$ cat config.mk
export PLATFORM = sky130hd
export DESIGN_NAME = fft_wr_arbiter
export DESIGN_NICKNAME = d
export VERILOG_FILES = /design/src/rtl/fft_wr_arbiter.sv
export SDC_FILE = /design/constraint.sdc
export NUM_CORES = 1
export LEC_CHECK = 0
export ABC_AREA = 1
export CORE_AREA = 2 2 711 713
export CTS_CLUSTER_DIAMETER = 150
export DETAILED_ROUTE_END_ITERATION = 10
export DIE_AREA = 0 0 713 715
export PLACE_DENSITY = 0.3
export SYNTH_ARGS = -nofsm -noshare
export SYNTH_HDL_FRONTEND = slang
export SYNTH_SLANG_ARGS = --single-unit
export TNS_END_PERCENT = 100
$ cat constraint.sdc
create_clock -name clk -period 3.7 [get_ports clk]
set_clock_uncertainty 0.05 [all_clocks]
set_input_delay 0.555 -clock clk [delete_from_list [all_inputs] [get_ports clk]]
set_output_delay 0.555 -clock clk [all_outputs]
set_load 0.02 [all_outputs]
$ cat src/rtl/fft_wr_arbiter.sv
// Round-robin arbiter for the CCI-P c1 write channel shared by the FFT write requesters.
// It applies flow control, tracks outstanding writes and runs the job-end DSM completion write.

package fft_wr_arbiter_pkg;
   localparam int unsigned CL_ADDR_W = 42;
   localparam int unsigned CL_DATA_W = 512;
   localparam logic [31:0] HC_CONTROL_START = 32'h0000_0003;

   typedef logic [CL_ADDR_W-1:0] t_ccip_clAddr;
   typedef t_ccip_clAddr         t_hc_address;
   typedef logic [CL_DATA_W-1:0] t_ccip_clData;

   typedef enum logic [1:0] {
      eCL_LEN_1 = 2'b00,
      eCL_LEN_2 = 2'b01,
      eCL_LEN_4 = 2'b11
   } t_ccip_clLen;

   typedef enum logic [3:0] {
      eREQ_WRLINE_I = 4'h0,
      eREQ_WRLINE_M = 4'h1,
      eREQ_WRFENCE  = 4'h4
   } t_ccip_c1_req;

   typedef enum logic [3:0] {
      eRSP_WRLINE  = 4'h0,
      eRSP_WRFENCE = 4'h4
   } t_ccip_c1_rsp;

   typedef struct packed {
      logic [15:0]  mdata;
      t_ccip_clLen  cl_len;
      logic         sop;
      t_ccip_c1_req req_type;
      t_ccip_clAddr address;
   } t_ccip_c1_ReqMemHdr;

   typedef struct packed {
      t_ccip_c1_ReqMemHdr hdr;
      t_ccip_clData       data;
      logic               valid;
   } t_if_ccip_c1_Tx;

   typedef struct packed {
      logic [15:0]  mdata;
      t_ccip_c1_rsp resp_type;
   } t_ccip_c1_RspMemHdr;

   typedef struct packed {
      t_ccip_c1_RspMemHdr hdr;
      logic               rspValid;
   } t_if_ccip_c1_Rx;

   typedef struct packed {
      logic           c0TxAlmFull;
      logic           c1TxAlmFull;
      t_if_ccip_c1_Rx c1;
   } t_if_ccip_Rx;
endpackage

module fft_wr_arbiter
   import fft_wr_arbiter_pkg::*;
#(
   parameter int unsigned NUM_REQ         = 2,
   parameter int unsigned MAX_OUTSTANDING = 64
) (
   input  logic                        clk,
   input  logic                        reset,
   input  logic [31:0]                 hc_control,
   input  t_hc_address                 hc_dsm_base,
   input  logic [NUM_REQ-1:0]          req_valid,
   input  t_ccip_clAddr [NUM_REQ-1:0]  req_addr,
   input  t_ccip_clData [NUM_REQ-1:0]  req_data,
   output logic [NUM_REQ-1:0]          req_grant,
   input  logic                        req_last,
   input  t_if_ccip_Rx                 ccip_rx,
   output t_if_ccip_c1_Tx              ccip_c1_tx,
   output logic [15:0]                 outstanding,
   output logic                        done
);

   localparam int unsigned IDX_W = (NUM_REQ > 1) ? $clog2(NUM_REQ) : 1;
   localparam int unsigned OUT_W = 16;
   localparam logic [OUT_W-1:0] MAX_OUT  = OUT_W'(MAX_OUTSTANDING);
   localparam logic [IDX_W-1:0] LAST_IDX = IDX_W'(NUM_REQ - 1);
   localparam logic [IDX_W:0]   NUM_EXT  = (IDX_W+1)'(NUM_REQ);

   typedef enum logic [2:0] {
      S_IDLE,
      S_RUN,
      S_DRAIN,
      S_DSM,
      S_WAIT,
      S_DONE
   } t_state;

   t_state           state, state_next;
   logic [IDX_W-1:0] rr, rr_next;
   logic [OUT_W-1:0] out_next;
   t_if_ccip_c1_Tx   tx_next;
   logic             done_next;

   logic             can_issue;
   logic             arb_en;
   logic             gnt_any;
   logic [IDX_W-1:0] gnt_idx;
   logic [IDX_W:0]   arb_idx;
   logic             wr_rsp;
   logic             issue;

   // Sideband fields of the rx bundle this block has no use for
   logic unused_ok;
   assign unused_ok = ^{ccip_rx.c0TxAlmFull, ccip_rx.c1.hdr.mdata};

   assign can_issue = !ccip_rx.c1TxAlmFull && (outstanding < MAX_OUT);
   assign arb_en    = (state == S_RUN) && can_issue;

   // Responses arriving with nothing outstanding are dropped rather than wrapping the count
   assign wr_rsp = ccip_rx.c1.rspValid && (ccip_rx.c1.hdr.resp_type == eRSP_WRLINE)
                   && (outstanding != '0);

   // Round-robin search: first valid requester at or after rr, wrapping to 0
   always_comb begin
      gnt_any   = 1'b0;
      gnt_idx   = '0;
      arb_idx   = '0;
      req_grant = '0;
      for (int unsigned k = 0; k < NUM_REQ; k++) begin
         arb_idx = {1'b0, rr} + (IDX_W+1)'(k);
         if (arb_idx >= NUM_EXT) begin
            arb_idx = arb_idx - NUM_EXT;
         end
         if (arb_en && !gnt_any && req_valid[arb_idx[IDX_W-1:0]]) begin
            gnt_any = 1'b1;
            gnt_idx = arb_idx[IDX_W-1:0];
         end
      end
      if (gnt_any) begin
         req_grant[gnt_idx] = 1'b1;
      end
   end

   // Next-state, registered issue stage and counters
   always_comb begin
      state_next    = state;
      rr_next       = rr;
      tx_next       = ccip_c1_tx;
      tx_next.valid = 1'b0;
      issue         = 1'b0;
      out_next      = outstanding;
      done_next     = 1'b0;

      if (gnt_any) begin
         issue                  = 1'b1;
         tx_next.hdr.address    = req_addr[gnt_idx];
         tx_next.data           = req_data[gnt_idx];
         rr_next                = (gnt_idx == LAST_IDX) ? '0 : gnt_idx + IDX_W'(1);
      end

      case (state)
         S_IDLE: begin
            if (hc_control == HC_CONTROL_START) begin
               state_next = S_RUN;
            end
         end
         S_RUN: begin
            if (req_last && !gnt_any) begin
               state_next = S_DRAIN;
            end
         end
         S_DRAIN: begin
            if ((outstanding == '0) && !ccip_c1_tx.valid) begin
               state_next = S_DSM;
            end
         end
         S_DSM: begin
            if (!ccip_rx.c1TxAlmFull) begin
               issue               = 1'b1;
               tx_next.hdr.address = hc_dsm_base;
               tx_next.data        = CL_DATA_W'(1);
               state_next          = S_WAIT;
            end
         end
         S_WAIT: begin
            if (outstanding == '0) begin
               state_next = S_DONE;
            end
         end
         S_DONE: begin
            if (hc_control != HC_CONTROL_START) begin
               state_next = S_IDLE;
            end
         end
         default: begin
            state_next = S_IDLE;
         end
      endcase

      if (issue) begin
         tx_next.valid        = 1'b1;
         tx_next.hdr.sop      = 1'b1;
         tx_next.hdr.cl_len   = eCL_LEN_1;
         tx_next.hdr.req_type = eREQ_WRLINE_I;
         tx_next.hdr.mdata    = '0;
      end

      case ({issue, wr_rsp})
         2'b10:   out_next = outstanding + OUT_W'(1);
         2'b01:   out_next = outstanding - OUT_W'(1);
         default: out_next = outstanding;
      endcase

      done_next = (state_next == S_DONE);
   end

   always_ff @(posedge clk) begin
      if (reset) begin
         state       <= S_IDLE;
         rr          <= '0;
         outstanding <= '0;
         ccip_c1_tx  <= '0;
         done        <= 1'b0;
      end else begin
         state       <= state_next;
         rr          <= rr_next;
         outstanding <= out_next;
         ccip_c1_tx  <= tx_next;
         done        <= done_next;
      end
   end

endmodule
==> tab_implementation.tex, run 1 <==
\begin{tabular}{lr}
\hline
Metric & Value \\
\hline
\multicolumn{2}{l}{\textbf{Run status}} \\
\quad Result of the run & complete, no violations \\
\multicolumn{2}{l}{\textbf{Placement}} \\
\quad Weighted congestion reported at the end of routability-driven placement & 0.864 \\
\quad Port Buffers & roughly 1800 \\
\quad Cell Count Post-Placement & 11986 \\
\quad HPWL after DPL & 333000 µm \\
\multicolumn{2}{l}{\textbf{Detailed routing}} \\
\quad Routed length per placed instance & 30.7 µm \\
\quad Aggregate routed wire length & 375000 µm \\
\quad DRC marker count from the first detailed-route iteration & between 2000 and 3000 \\
\quad Via count normalized by instance count & 2.85 \\
\quad Antenna violation net count after detailed routing & 0 \\
\quad Drt drc & 0 \\
\quad First-pass iteration count of the detailed router & 6 \\
\quad Routed via count & 34816 \\
\multicolumn{2}{l}{\textbf{Clock tree}} \\
\quad Clock sinks & $\sim$580 \\
\quad Number of clock buffers inserted by TritonCTS & 93 \\
\quad Root cell of the clock tree & clkbuf\_16 \\
\quad Maximum level of the CTS H-tree & 3 \\
\quad Maximum clock insertion buffer count & 4 \\
\quad Later-pin clock latency in the skew report & 0.83 ns \\
\quad CTS tree & built \\
\quad Clock-pin slew on the worst setup and hold paths & 0.06 ns \\
\multicolumn{2}{l}{\textbf{Finish}} \\
\quad Ratio of cells with drive above 1 in the final layout & roughly 6\% \\
\quad Core occupancy in the finished layout & roughly 11\% \\
\quad Post-synthesis to final-layout area growth & 119\% \\
\quad Non-filler cells in the finished layout & 12220 \\
\quad Final nets & 6589 \\
\quad Most common library cell in the layout ignoring fill and taps & clkdlybuf4s50\_1 \\
\quad Most used cells in the layout excluding fill and tap cells & clkdlybuf4s50\_1 (1764), nand2\_1 (1734), dfxtp\_1 (577) \\
\multicolumn{2}{l}{\textbf{Pwr}} \\
\quad Power consumption & 16.9 mW \\
\quad Static leakage & 16.6 nW \\
\quad Pwr/cell area & 311 nW/µm² \\
\quad Worst voltage drop across the vdd grid & 295 µV \\
\multicolumn{2}{l}{\textbf{Critical path}} \\
\quad Critical Path Source Type & register \\
\quad CP max stage delay & 0.36 ns \\
\quad Crit path arrival time & 2.88 ns \\
\quad Required time at the worst-slack endpoint & a little over 3 ns \\
\quad Length in cells of the worst reg-to-reg path & 24 \\
\quad Endpoint of the most critical register-to-register path & outstanding[14] \\
\quad Worst R2R Start & outstanding[12] \\
\quad Worst setup EP type & primary output \\
\quad Slowest stage cell, crit path & dlygate4sd2\_1 \\
\quad Cell-by-cell trace of the critical path & nor2\_1 -> nand2\_1 -> nor2\_2 -> nand2\_1 -> nor3\_4 -> nand3\_1 -> inv\_8 -> dlygate4sd2\_1 \\
\quad Register-to-register setup slack & 0.33 ns \\
\quad Maximum net fanout on the critical path & 20 \\
\quad Worst Setup Path Type & register to primary output \\
\quad Cell repeated most along the worst path & nand2\_1 \\
\multicolumn{2}{l}{\textbf{Hold path}} \\
\quad Hold WC Path Type & input pin to register \\
\quad Worst Hold Endpoint & ccip\_c1\_tx[3] \\
\quad Startpoint of the worst hold path & req\_data[2] \\
\quad Worst Hold Path Cells & 3 \\
\multicolumn{2}{l}{\textbf{Synth}} \\
\quad Fraction of registers with async set or reset after synthesis & 0\% \\
\quad Sequential share of the synthesized area & 46.4\% \\
\quad Number of synthesized register bits & 577 \\
\quad Synth warnings & 0 \\
\quad Cell variety after synth & 27 \\
\quad Netlist Area Pre-Place & roughly 25000 µm² \\
\quad Post-synth EDFFs & 0 \\
\quad Post-synthesis average cell area & between 6 and 7 µm² \\
\quad Predominant post-synthesis flop cell & dfxtp\_1 \\
\quad Cell count after synthesis & 3597 \\
\multicolumn{2}{l}{\textbf{STA}} \\
\quad Post-route minimum period & 3.49 ns \\
\quad Hold Violations, Final & 0 \\
\quad Final setup viols & 0 \\
\quad Share of the clock period used by the worst path & 94.3\% \\
\quad Highest clock frequency the design can meet & $\sim$290 MHz \\
\quad Setup repair after global routing missed its margin & false \\
\quad Slew HR & 37.9\% \\
\quad Max Slew Vio Count & 0 \\
\quad Slew at the pin closest to its max-slew limit & 0.929 ns \\
\multicolumn{2}{l}{\textbf{Floorplan}} \\
\quad Chip height & about 700 µm \\
\quad Placeable core region & 503000 µm² \\
\quad Initial core utilization & 4.95\% \\
\quad Number of I/O pins & 1807 \\
\quad Die width & 713 µm \\
\quad Total die area & between 500000 and 600000 µm² \\
\quad Row cnt & about 260 \\
\multicolumn{2}{l}{\textbf{GRT}} \\
\quad Antenna violations before repair & 391 \\
\quad Routing usage on met3 & around 7.4\% \\
\quad GR met1 Demand/Resource & 16.3\% \\
\quad Global-route wire length before repair & about 450000 µm \\
\quad Met2 usage & between 20\% and 30\% \\
\quad GRT overflow & 0 \\
\quad Busiest grt layer & met2 \\
\quad Largest net degree at the start of global routing & 67 \\
\quad Via count of the first global-routing pass & 33329 \\
\quad All-layer global routing usage & 14.1\% \\
\multicolumn{2}{l}{\textbf{Job}} \\
\quad Max-capacitance violation count & 0 \\
\hline
\end{tabular}
[per-stage QoR]
| step | TNS, ns | worst slack (ns) | area (µm²) | hold WS (ns) |
|---|---|---|---|---|
| CTS | 0 | 0.00367 | 54300 | 0.100 |
| global placement | -0.372 | -0.0999 | 51300 | 0.418 |
| finish | 0 | 0.211 | 54500 | 0.232 |
| global route | 0 | 0.0417 | 54300 | 0.159 |
| detailed placement | -0.333 | -0.0674 | 51300 | 0.417 |
| floorplan | 0 | 0.670 | 24900 | 0.404 |
[report_power, final]
part	leakage (nW)	internal, mW	switching [mW]
logic	10.6	1.15	0.506
registers	4.64	6.21	0.00000112
clock network	1.42	5.20	3.87
[repair_timing]
action | 4_1_cts | 5_1_grt
hold buffers | 0 | 0
pin swaps | 1 | 0
endpoints found under the hold margin | 0 | 0
setup buffers | 1 | 0
gates resized for setup | 3 | 4
setup endpoints to repair | 2 | 11
[cells in the mapped netlist (6+ instances only)]
cell type | n | area, µm²
buf_2 | 101 | 505
buf_6 | 22 | 248
buf_4 | 22 | 165
a31oi_1 | 513 | 3210
nor2_1 | 181 | 679
xor2_1 | 6 | 52.6
nand2_1 | 1735 | 6510
inv_1 | 115 | 432
o21ai_0 | 60 | 300
a21oi_1 | 28 | 140
clkbuf_1 | 135 | 507
dfxtp_1 | 577 | 11600
nor3_1 | 6 | 30.0
nor4_1 | 8 | 50.1
nand3_1 | 67 | 335
[area by class of cell]
type	instances	area, µm²
Inverter	120	484
Timing Repair Buffer	1944	19400
Clock inverter	25	245
Fill cell	58636	448000
Clock buffer	132	2670
Antenna cell	76	190
Tap cell	6706	8390
Sequential cell	577	11600
Multi-Input combinational cell	2640	11500
[worst max-delay path by stage]
stage,start,to,cells after the start,slack (ns)
after floorplan,outstanding[12],outstanding[10],20,0.67
after global placement,ccip_rx[4],outstanding[11],20,-0.1
after detailed placement,ccip_rx[4],outstanding[11],20,-0.07
after CTS,outstanding[12],req_grant[0],8,0.004
after global routing,outstanding[15],outstanding[11],23,0.04
final,outstanding[12],req_grant[1],8,0.21
[cell families (layout without fill, tap and decap cells)]
| kind of cell | Yosys count | count (layout) | share of synthesized area (%) |
|---|---|---|---|
| AO/OA/AOI/OAI | 605 | 605 | 14.8 |
| buffers and inverters | 401 | 2221 | 7.56 |
| other | 1 | 98 | 0.0151 |
| adder cells (fa/ha/maj) | 3 | 3 | 0.151 |
| XOR/XNOR | 8 | 8 | 0.282 |
| flip-flops | 577 | 577 | 46.4 |
| AND/OR/NAND/NOR | 2002 | 2002 | 30.8 |
[layer usage]
metal | up-vias | share of wire (%)
met1 | 16126 | 39
met4 | 230 | 3.4
met2 | 2133 | 45
met5 | - | 0.42
met3 | 904 | 13
li1 | 15423 | -
[sequential cells by signal (all words and copies together), names as in the netlist]
| signal | flops |
|---|---|
| ccip_c1_tx | 556 |
| outstanding | 16 |
| state | 3 |
| done | 1 |
| rr | 1 |
[worst max-delay path, delay by kind of cell, from the launching register on]
| family | cells | cell delay, ns |
|---|---|---|
| DFF | 1 | 0.34 |
| buffers and inverters | 2 | 0.57 |
| and+or+nand+nor | 6 | 1.11 |
No activity file was read; power rests on OpenSTA's default activity.
==> run 2: changes to the inputs <==
GPL_TIMING_DRIVEN = 0   (was not set)
==> tab_implementation.tex, run 2 (synthesized netlist as in run 1, its figures left out) <==
\begin{tabular}{lr}
\hline
Metric & Value \\
\hline
\multicolumn{2}{l}{\textbf{Run status}} \\
\quad Result of the run & complete, no violations \\
\multicolumn{2}{l}{\textbf{Finish}} \\
\quad Most common library cell in the layout ignoring fill and taps & clkdlybuf4s50\_1 \\
\quad Number of flip-flops in the largest register & 556 \\
\quad Biggest registers after layout & ccip\_c1\_tx: 556 flops, outstanding: 16 flops, state: 3 flops \\
\quad Ratio of cells with drive above 1 in the final layout & 6.17\% \\
\quad Summed area of non-filler cells in the final layout & 54600 µm² \\
\quad Final nets & 6706 \\
\quad Register with the highest flop count & ccip\_c1\_tx \\
\quad Most used cells in the layout excluding fill and tap cells & clkdlybuf4s50\_1 (1765), nand2\_1 (1727), dfxtp\_1 (575) \\
\quad Post-synthesis to final-layout area growth & 119\% \\
\multicolumn{2}{l}{\textbf{Detailed routing}} \\
\quad Routed length per placed instance & between 30 and 40 µm \\
\quad Antenna violation net count after detailed routing & 0 \\
\quad Drt drc & 0 \\
\quad DRC marker count from the first detailed-route iteration & between 2000 and 3000 \\
\quad Aggregate routed wire length & 415000 µm \\
\quad Routed via count & 35747 \\
\quad First-pass iteration count of the detailed router & 5 \\
\quad Via count normalized by instance count & 2.90 \\
\multicolumn{2}{l}{\textbf{Clock tree}} \\
\quad Clock-pin slew on the worst setup and hold paths & roughly 0.06 ns \\
\quad Maximum level of the CTS H-tree & 3 \\
\quad Number of clock buffers inserted by TritonCTS & between 90 and 100 \\
\quad CTS tree & built \\
\quad Maximum clock insertion buffer count & 4 \\
\quad Clock sinks & 577 \\
\quad Number of hold-repair buffers added at the cts stage & 0 \\
\quad Later-pin clock latency in the skew report & approximately 0.80 ns \\
\quad Root cell of the clock tree & clkbuf\_16 \\
\multicolumn{2}{l}{\textbf{STA}} \\
\quad Slew HR & 13.1\% \\
\quad Hold Violations, Final & 0 \\
\quad Slew at the pin closest to its max-slew limit & 1.30 ns \\
\quad Post-route minimum period & 3.45 ns \\
\quad Highest clock frequency the design can meet & about 290 MHz \\
\quad Share of the clock period used by the worst path & 93.2\% \\
\quad Setup repair after global routing missed its margin & false \\
\quad Final setup viols & 0 \\
\quad Worst setup slack after layout & 0.251 ns \\
\quad Max Slew Vio Count & 0 \\
\multicolumn{2}{l}{\textbf{Floorplan}} \\
\quad Total die area & 510000 µm² \\
\quad Row cnt & 261 \\
\quad Initial core utilization & under 10\% \\
\quad Placeable core region & 503000 µm² \\
\quad Number of I/O pins & 1807 \\
\quad Chip height & roughly 720 µm \\
\quad Die width & 713 µm \\
\multicolumn{2}{l}{\textbf{Critical path}} \\
\quad Number of buffers and inverters on the critical path & 3 \\
\quad Length in cells of the worst reg-to-reg path & 23 \\
\quad Cell-by-cell trace of the critical path & nor2\_1 -> nand2\_1 -> nor2\_2 -> nand2\_2 -> nor3\_4 -> o211ai\_1 -> clkbuf\_8 -> inv\_1 -> dlygate4sd2\_1 \\
\quad Crit path arrival time & about 2.8 ns \\
\quad Cell depth of the worst setup path & 9 \\
\quad CP max stage delay & 0.37 ns \\
\quad Worst Setup Path Type & register to primary output \\
\quad Family of cells with the greatest summed delay on the critical path & simple AND/OR/NAND/NOR gates \\
\quad Required time at the worst-slack endpoint & 3.09 ns \\
\quad Slowest stage cell, crit path & dfxtp\_1 \\
\quad Worst setup EP type & primary output \\
\quad Critical Path Source Type & register \\
\quad Maximum net fanout on the critical path & 10 \\
\multicolumn{2}{l}{\textbf{Placement}} \\
\quad Setup WS pre-CTS & -1.43 ns \\
\quad Weighted congestion reported at the end of routability-driven placement & 0.889 \\
\quad HPWL after DPL & 373000 µm \\
\quad Port Buffers & around 1800 \\
\quad Placement Cell Area & 51200 µm² \\
\multicolumn{2}{l}{\textbf{GRT}} \\
\quad Via count of the first global-routing pass & 33869 \\
\quad All-layer global routing usage & 15.6\% \\
\quad GRT overflow & 0 \\
\quad Global-route wire length before repair & 489000 µm \\
\quad Largest net degree at the start of global routing & 13 \\
\quad Antenna violations before repair & about 370 \\
\multicolumn{2}{l}{\textbf{Job}} \\
\quad Max-capacitance violation count & 0 \\
\multicolumn{2}{l}{\textbf{Pwr}} \\
\quad Worst voltage drop across the vdd grid & 333 µV \\
\quad Pwr/cell area & 314 nW/µm² \\
\quad Static leakage & between 15 and 20 nW \\
\multicolumn{2}{l}{\textbf{Hold path}} \\
\quad Hold WC Path Type & input pin to register \\
\quad Worst Hold Path Cells & 3 \\
\hline
\end{tabular}
run 2: changes by cell type in the layout (fill, tap and decap cells not counted), sizes merged, moves of 2 or more:
cell and change:
clkbuf +138, buf -18, bufinv +2, clkinv +2
run 2: where the power goes:
part	internal (mW)	switching, mW	total (mW)	leakage [nW]
combinational	1.16	0.583	1.74	10.7
clock	5.30	3.88	9.18	1.46
sequential	6.21	0.00000137	6.21	4.65
run 2: cell type report:
cell class	instances	area, µm²
Antenna cell	77	193
Buffer	279	1470
Clock buffer	135	2690
Clock inverter	27	287
Fill cell	58608	448000
Inverter	120	489
Multi-Input combinational cell	2640	11600
Sequential cell	577	11600
Tap cell	6706	8390
Timing Repair Buffer	1783	17900
run 2: final timing paths:
path                                      start               to  slack (ns)
worst max-delay path            outstanding[10]     req_grant[0]        0.25
worst min-delay path              req_data[335]  ccip_c1_tx[336]        0.24
worst max register to register  outstanding[10]  outstanding[14]        0.26
worst min register to register  ccip_c1_tx[505]  ccip_c1_tx[505]        0.44
run 2: metal layers:
| metal | track usage, % | vias to the layer above | wire, µm | part of all wire, % |
|---|---|---|---|---|
| li1 | - | 15690 | - | - |
| met1 | 18.8 | 16865 | 168000 | 41 |
| met2 | 25.1 | 2204 | 186000 | 45 |
| met3 | 7.21 | 770 | 46800 | 11 |
| met4 | 3.69 | 218 | 12500 | 3.0 |
| met5 | 0 | - | 1410 | 0.34 |
run 2: per-stage QoR:
stage	util, %	cells	hold WS, ns	total power, mW	TNS (ns)
global route	10.8	12296	0.174	17.7	0
detailed placement	10.2	12099	0.416	8.10	-410.49
floorplan	-	3618	0.404	6.51	0
CTS	10.8	12264	0.122	17.5	0
global placement	10.1	12091	0.412	8.09	-886.63
finish	10.9	12344	0.239	17.1	0
run 2: worst min-delay path, cell delays in order:
cell and delay (ns):
clkdlybuf4s50_1 0.39, nand2_1 0.07, a31oi_1 0.06
run 2: repair_timing:
action                                  CTS  global route
resized for setup                        38             9
setup buffers                             4             4
pin swaps                                 3             3
endpoints found under the setup margin  500            12
==> run 3: changes to the inputs <==
--- a/config.mk
+++ b/config.mk
@@ -7,8 +7,8 @@
 export LEC_CHECK = 0
 export ABC_AREA = 1
-export CORE_AREA = 2 2 711 713
+export CORE_AREA = 4 4 692 694
 export CTS_CLUSTER_DIAMETER = 150
 export DETAILED_ROUTE_END_ITERATION = 10
-export DIE_AREA = 0 0 713 715
+export DIE_AREA = 0 0 696 698
 export GPL_TIMING_DRIVEN = 0
 export PLACE_DENSITY = 0.3
==> constraint.sdc (replaced) <==
create_clock -name clk -period 3.7 [get_ports clk]
set_clock_uncertainty 0.05 [all_clocks]
set_input_delay 0.74 -clock clk [delete_from_list [all_inputs] [get_ports clk]]
set_output_delay 0.74 -clock clk [all_outputs]
set_load 0.02 [all_outputs]
==> tab_implementation.tex, run 3 (synthesized netlist as in run 1, its figures left out) <==
\begin{tabular}{lr}
\hline
Metric & Value \\
\hline
\multicolumn{2}{l}{\textbf{Clock tree}} \\
\quad Maximum level of the CTS H-tree & 3 \\
\quad Clock sinks & 577 \\
\quad Clock-pin slew on the worst setup and hold paths & 0.06 ns \\
\quad Later-pin clock latency in the skew report & between 0.8 and 0.9 ns \\
\quad Maximum clock insertion buffer count & 4 \\
\quad Number of hold-repair buffers added at the cts stage & 0 \\
\quad Root cell of the clock tree & clkbuf\_16 \\
\quad Number of clock buffers inserted by TritonCTS & between 90 and 100 \\
\quad CTS tree & built \\
\multicolumn{2}{l}{\textbf{Placement}} \\
\quad Placement Cell Area & between 50000 and 60000 µm² \\
\quad Setup WS pre-CTS & -1.76 ns \\
\quad Port Buffers & 1767 \\
\quad HPWL after DPL & 375000 µm \\
\quad Weighted congestion reported at the end of routability-driven placement & 0.904 \\
\multicolumn{2}{l}{\textbf{Pwr}} \\
\quad Sequential cell fraction of total power & around a third \\
\quad Worst voltage drop across the vdd grid & 331 µV \\
\quad Switching share of power & 25.6\% \\
\quad Clock Power Share & a little under three fifths \\
\quad Internal Dissipation & 13.4 mW \\
\quad Pwr/cell area & 331 nW/µm² \\
\quad Static leakage & 17.0 nW \\
\quad P\_sw & 4.60 mW \\
\quad Portion of total power attributed to combinational logic & roughly a tenth \\
\quad Power consumption & 18.0 mW \\
\multicolumn{2}{l}{\textbf{STA}} \\
\quad Post-route minimum period & 3.65 ns \\
\quad Hold Violations, Final & 0 \\
\quad Highest clock frequency the design can meet & 274 MHz \\
\quad Slew at the pin closest to its max-slew limit & 1.19 ns \\
\quad Setup repair after global routing missed its margin & true \\
\quad Slew HR & 20.9\% \\
\quad Max Slew Vio Count & 0 \\
\quad Final setup viols & 0 \\
\quad Share of the clock period used by the worst path & approximately 100\% \\
\quad Worst setup slack after layout & 0.0538 ns \\
\multicolumn{2}{l}{\textbf{Floorplan}} \\
\quad Number of I/O pins & 1807 \\
\quad Placeable core region & $\sim$470000 µm² \\
\quad Initial core utilization & 5.26\% \\
\quad Row cnt & 253 \\
\quad Die width & 696 µm \\
\quad Total die area & 486000 µm² \\
\quad Chip height & 698 µm \\
\multicolumn{2}{l}{\textbf{Critical path}} \\
\quad Maximum net fanout on the critical path & 10 \\
\quad Required time at the worst-slack endpoint & 4.39 ns \\
\quad Worst setup EP type & register \\
\quad Crit path arrival time & 4.34 ns \\
\quad Critical Path Source Type & register \\
\quad Worst Setup Path Type & register to register \\
\multicolumn{2}{l}{\textbf{Finish}} \\
\quad Most used cells in the layout excluding fill and tap cells & clkdlybuf4s50\_1 (1765), nand2\_1 (1722), dfxtp\_1 (576) \\
\quad Number of flip-flops in the largest register & around 560 \\
\quad Core occupancy in the finished layout & between 10\% and 20\% \\
\quad Final nets & $\sim$6700 \\
\quad Area occupied by registers & $\sim$12000 µm² \\
\quad Area of combinational cells with multiple inputs & 11600 µm² \\
\quad Biggest registers after layout & ccip\_c1\_tx: 556 flops, outstanding: 16 flops, state: 3 flops \\
\quad Ratio of cells with drive above 1 in the final layout & 6.76\% \\
\quad Fill cell count & 54893 \\
\quad Post-synthesis to final-layout area growth & 119\% \\
\quad Summed area of non-filler cells in the final layout & approximately 54000 µm² \\
\quad Most common library cell in the layout ignoring fill and taps & clkdlybuf4s50\_1 \\
\quad Register with the highest flop count & ccip\_c1\_tx \\
\multicolumn{2}{l}{\textbf{Detailed routing}} \\
\quad Routed via count & 35667 \\
\quad Aggregate routed wire length & between 400000 and 500000 µm \\
\quad Via count normalized by instance count & 2.99 \\
\quad Drt drc & 0 \\
\quad Antenna violation net count after detailed routing & 0 \\
\quad Routed length per placed instance & $\sim$35 µm \\
\quad First-pass iteration count of the detailed router & 6 \\
\quad DRC marker count from the first detailed-route iteration & 2767 \\
\multicolumn{2}{l}{\textbf{GRT}} \\
\quad Global-route wire length before repair & 489000 µm \\
\quad All-layer global routing usage & 16.3\% \\
\quad Largest net degree at the start of global routing & 14 \\
\quad Antenna violations before repair & around 390 \\
\quad Via count of the first global-routing pass & about 34000 \\
\quad GRT overflow & 0 \\
\multicolumn{2}{l}{\textbf{Hold path}} \\
\quad Hold WC Path Type & input pin to register \\
\multicolumn{2}{l}{\textbf{Job}} \\
\quad Max-capacitance violation count & 0 \\
\multicolumn{2}{l}{\textbf{Run status}} \\
\quad Result of the run & complete, no violations \\
\hline
\end{tabular}
-- run 3: cell types whose count changed in the layout (fill, tap and decap cells not counted), sizes merged --
| cell | previous run | this run |
|---|---|---|
| diode | 77 | 95 |
| clkinv | 12 | 25 |
| bufinv | 5 | 14 |
| clkbuf | 270 | 262 |
| clkdlybuf4s15 | 0 | 3 |
| inv | 124 | 121 |
| dlygate4sd2 | 2 | 0 |
| buf | 160 | 161 |
| clkinvlp | 6 | 5 |
-- run 3: routing by layer --
metal,wire (µm),global-route usage [%],vias to the layer above
met4,11600,3.59,150
met3,46200,7.63,742
met1,167000,19.3,16831
met5,1050,0,-
li1,-,-,15737
met2,188000,26.8,2207
-- run 3: final timing paths --
| path | start | endpoint | cells past startpoint | slack, ns |
|---|---|---|---|---|
| hold / removal | req_data[392] | ccip_c1_tx[393] | 3 | 0.40 |
| setup / recovery | outstanding[12] | ccip_c1_tx[489] | 11 | 0.05 |
| setup reg to reg | outstanding[12] | ccip_c1_tx[489] | 11 | 0.05 |
| hold reg to reg | ccip_c1_tx[559] | ccip_c1_tx[559] | 2 | 0.42 |
-- run 3: timing repair --
item / in CTS / in global routing
pin swaps: 2 / 2
setup endpoints to repair: 513 / 86
gates cloned: 0 / 0
resized for setup: 52 / 28
buffers inserted: 5 / 4
-- run 3: per-stage QoR --
| step | hold WS (ns) | cells | setup TNS [ns] |
|---|---|---|---|
| 2_1_floorplan | 0.404 | 3618 | 0 |
| 3_3_place_gp | 0.407 | 11632 | -1109.26 |
| 3_5_place_dp | 0.412 | 11639 | -531.31 |
| 4_1_cts | 0.270 | 11816 | -0.481 |
| 5_1_grt | 0.354 | 11847 | -0.446 |
| 6_report | 0.402 | 11915 | 0 |
-- run 3: critical path: stages (launching register included) --
cell and delay (ns):
dfxtp_2 0.37, nor2_2 0.15, nand2_1 0.11, nor2_2 0.16
nand4_1 0.13, a21oi_1 0.25, nand2_1 0.17, inv_6 0.33
buf_2 0.45, buf_2 0.36, nand2_1 0.58, a31oi_1 0.31
-- run 3: final cells by class --
cell class	instances	area share [%]
diodes	95	0.437
plain buffers	278	2.73
clock buffers	130	4.97
clock inverters	45	1.12
inverters	120	0.890
multi-input cells	2640	21.3
flip-flops and latches	577	21.2
well taps	6247	14.4
repair buffers	1783	32.9
-- run 3: power groups by stage --
stage | Combinational [mW] | Sequential [mW] | Clock [mW]
floorplan | 0.157 | 6.35 | 0
global placement | 1.67 | 6.35 | 0
detailed placement | 1.68 | 6.35 | 0
CTS | 1.70 | 6.21 | 10.5
global route | 1.76 | 6.21 | 10.6
finish | 1.68 | 6.21 | 10.1
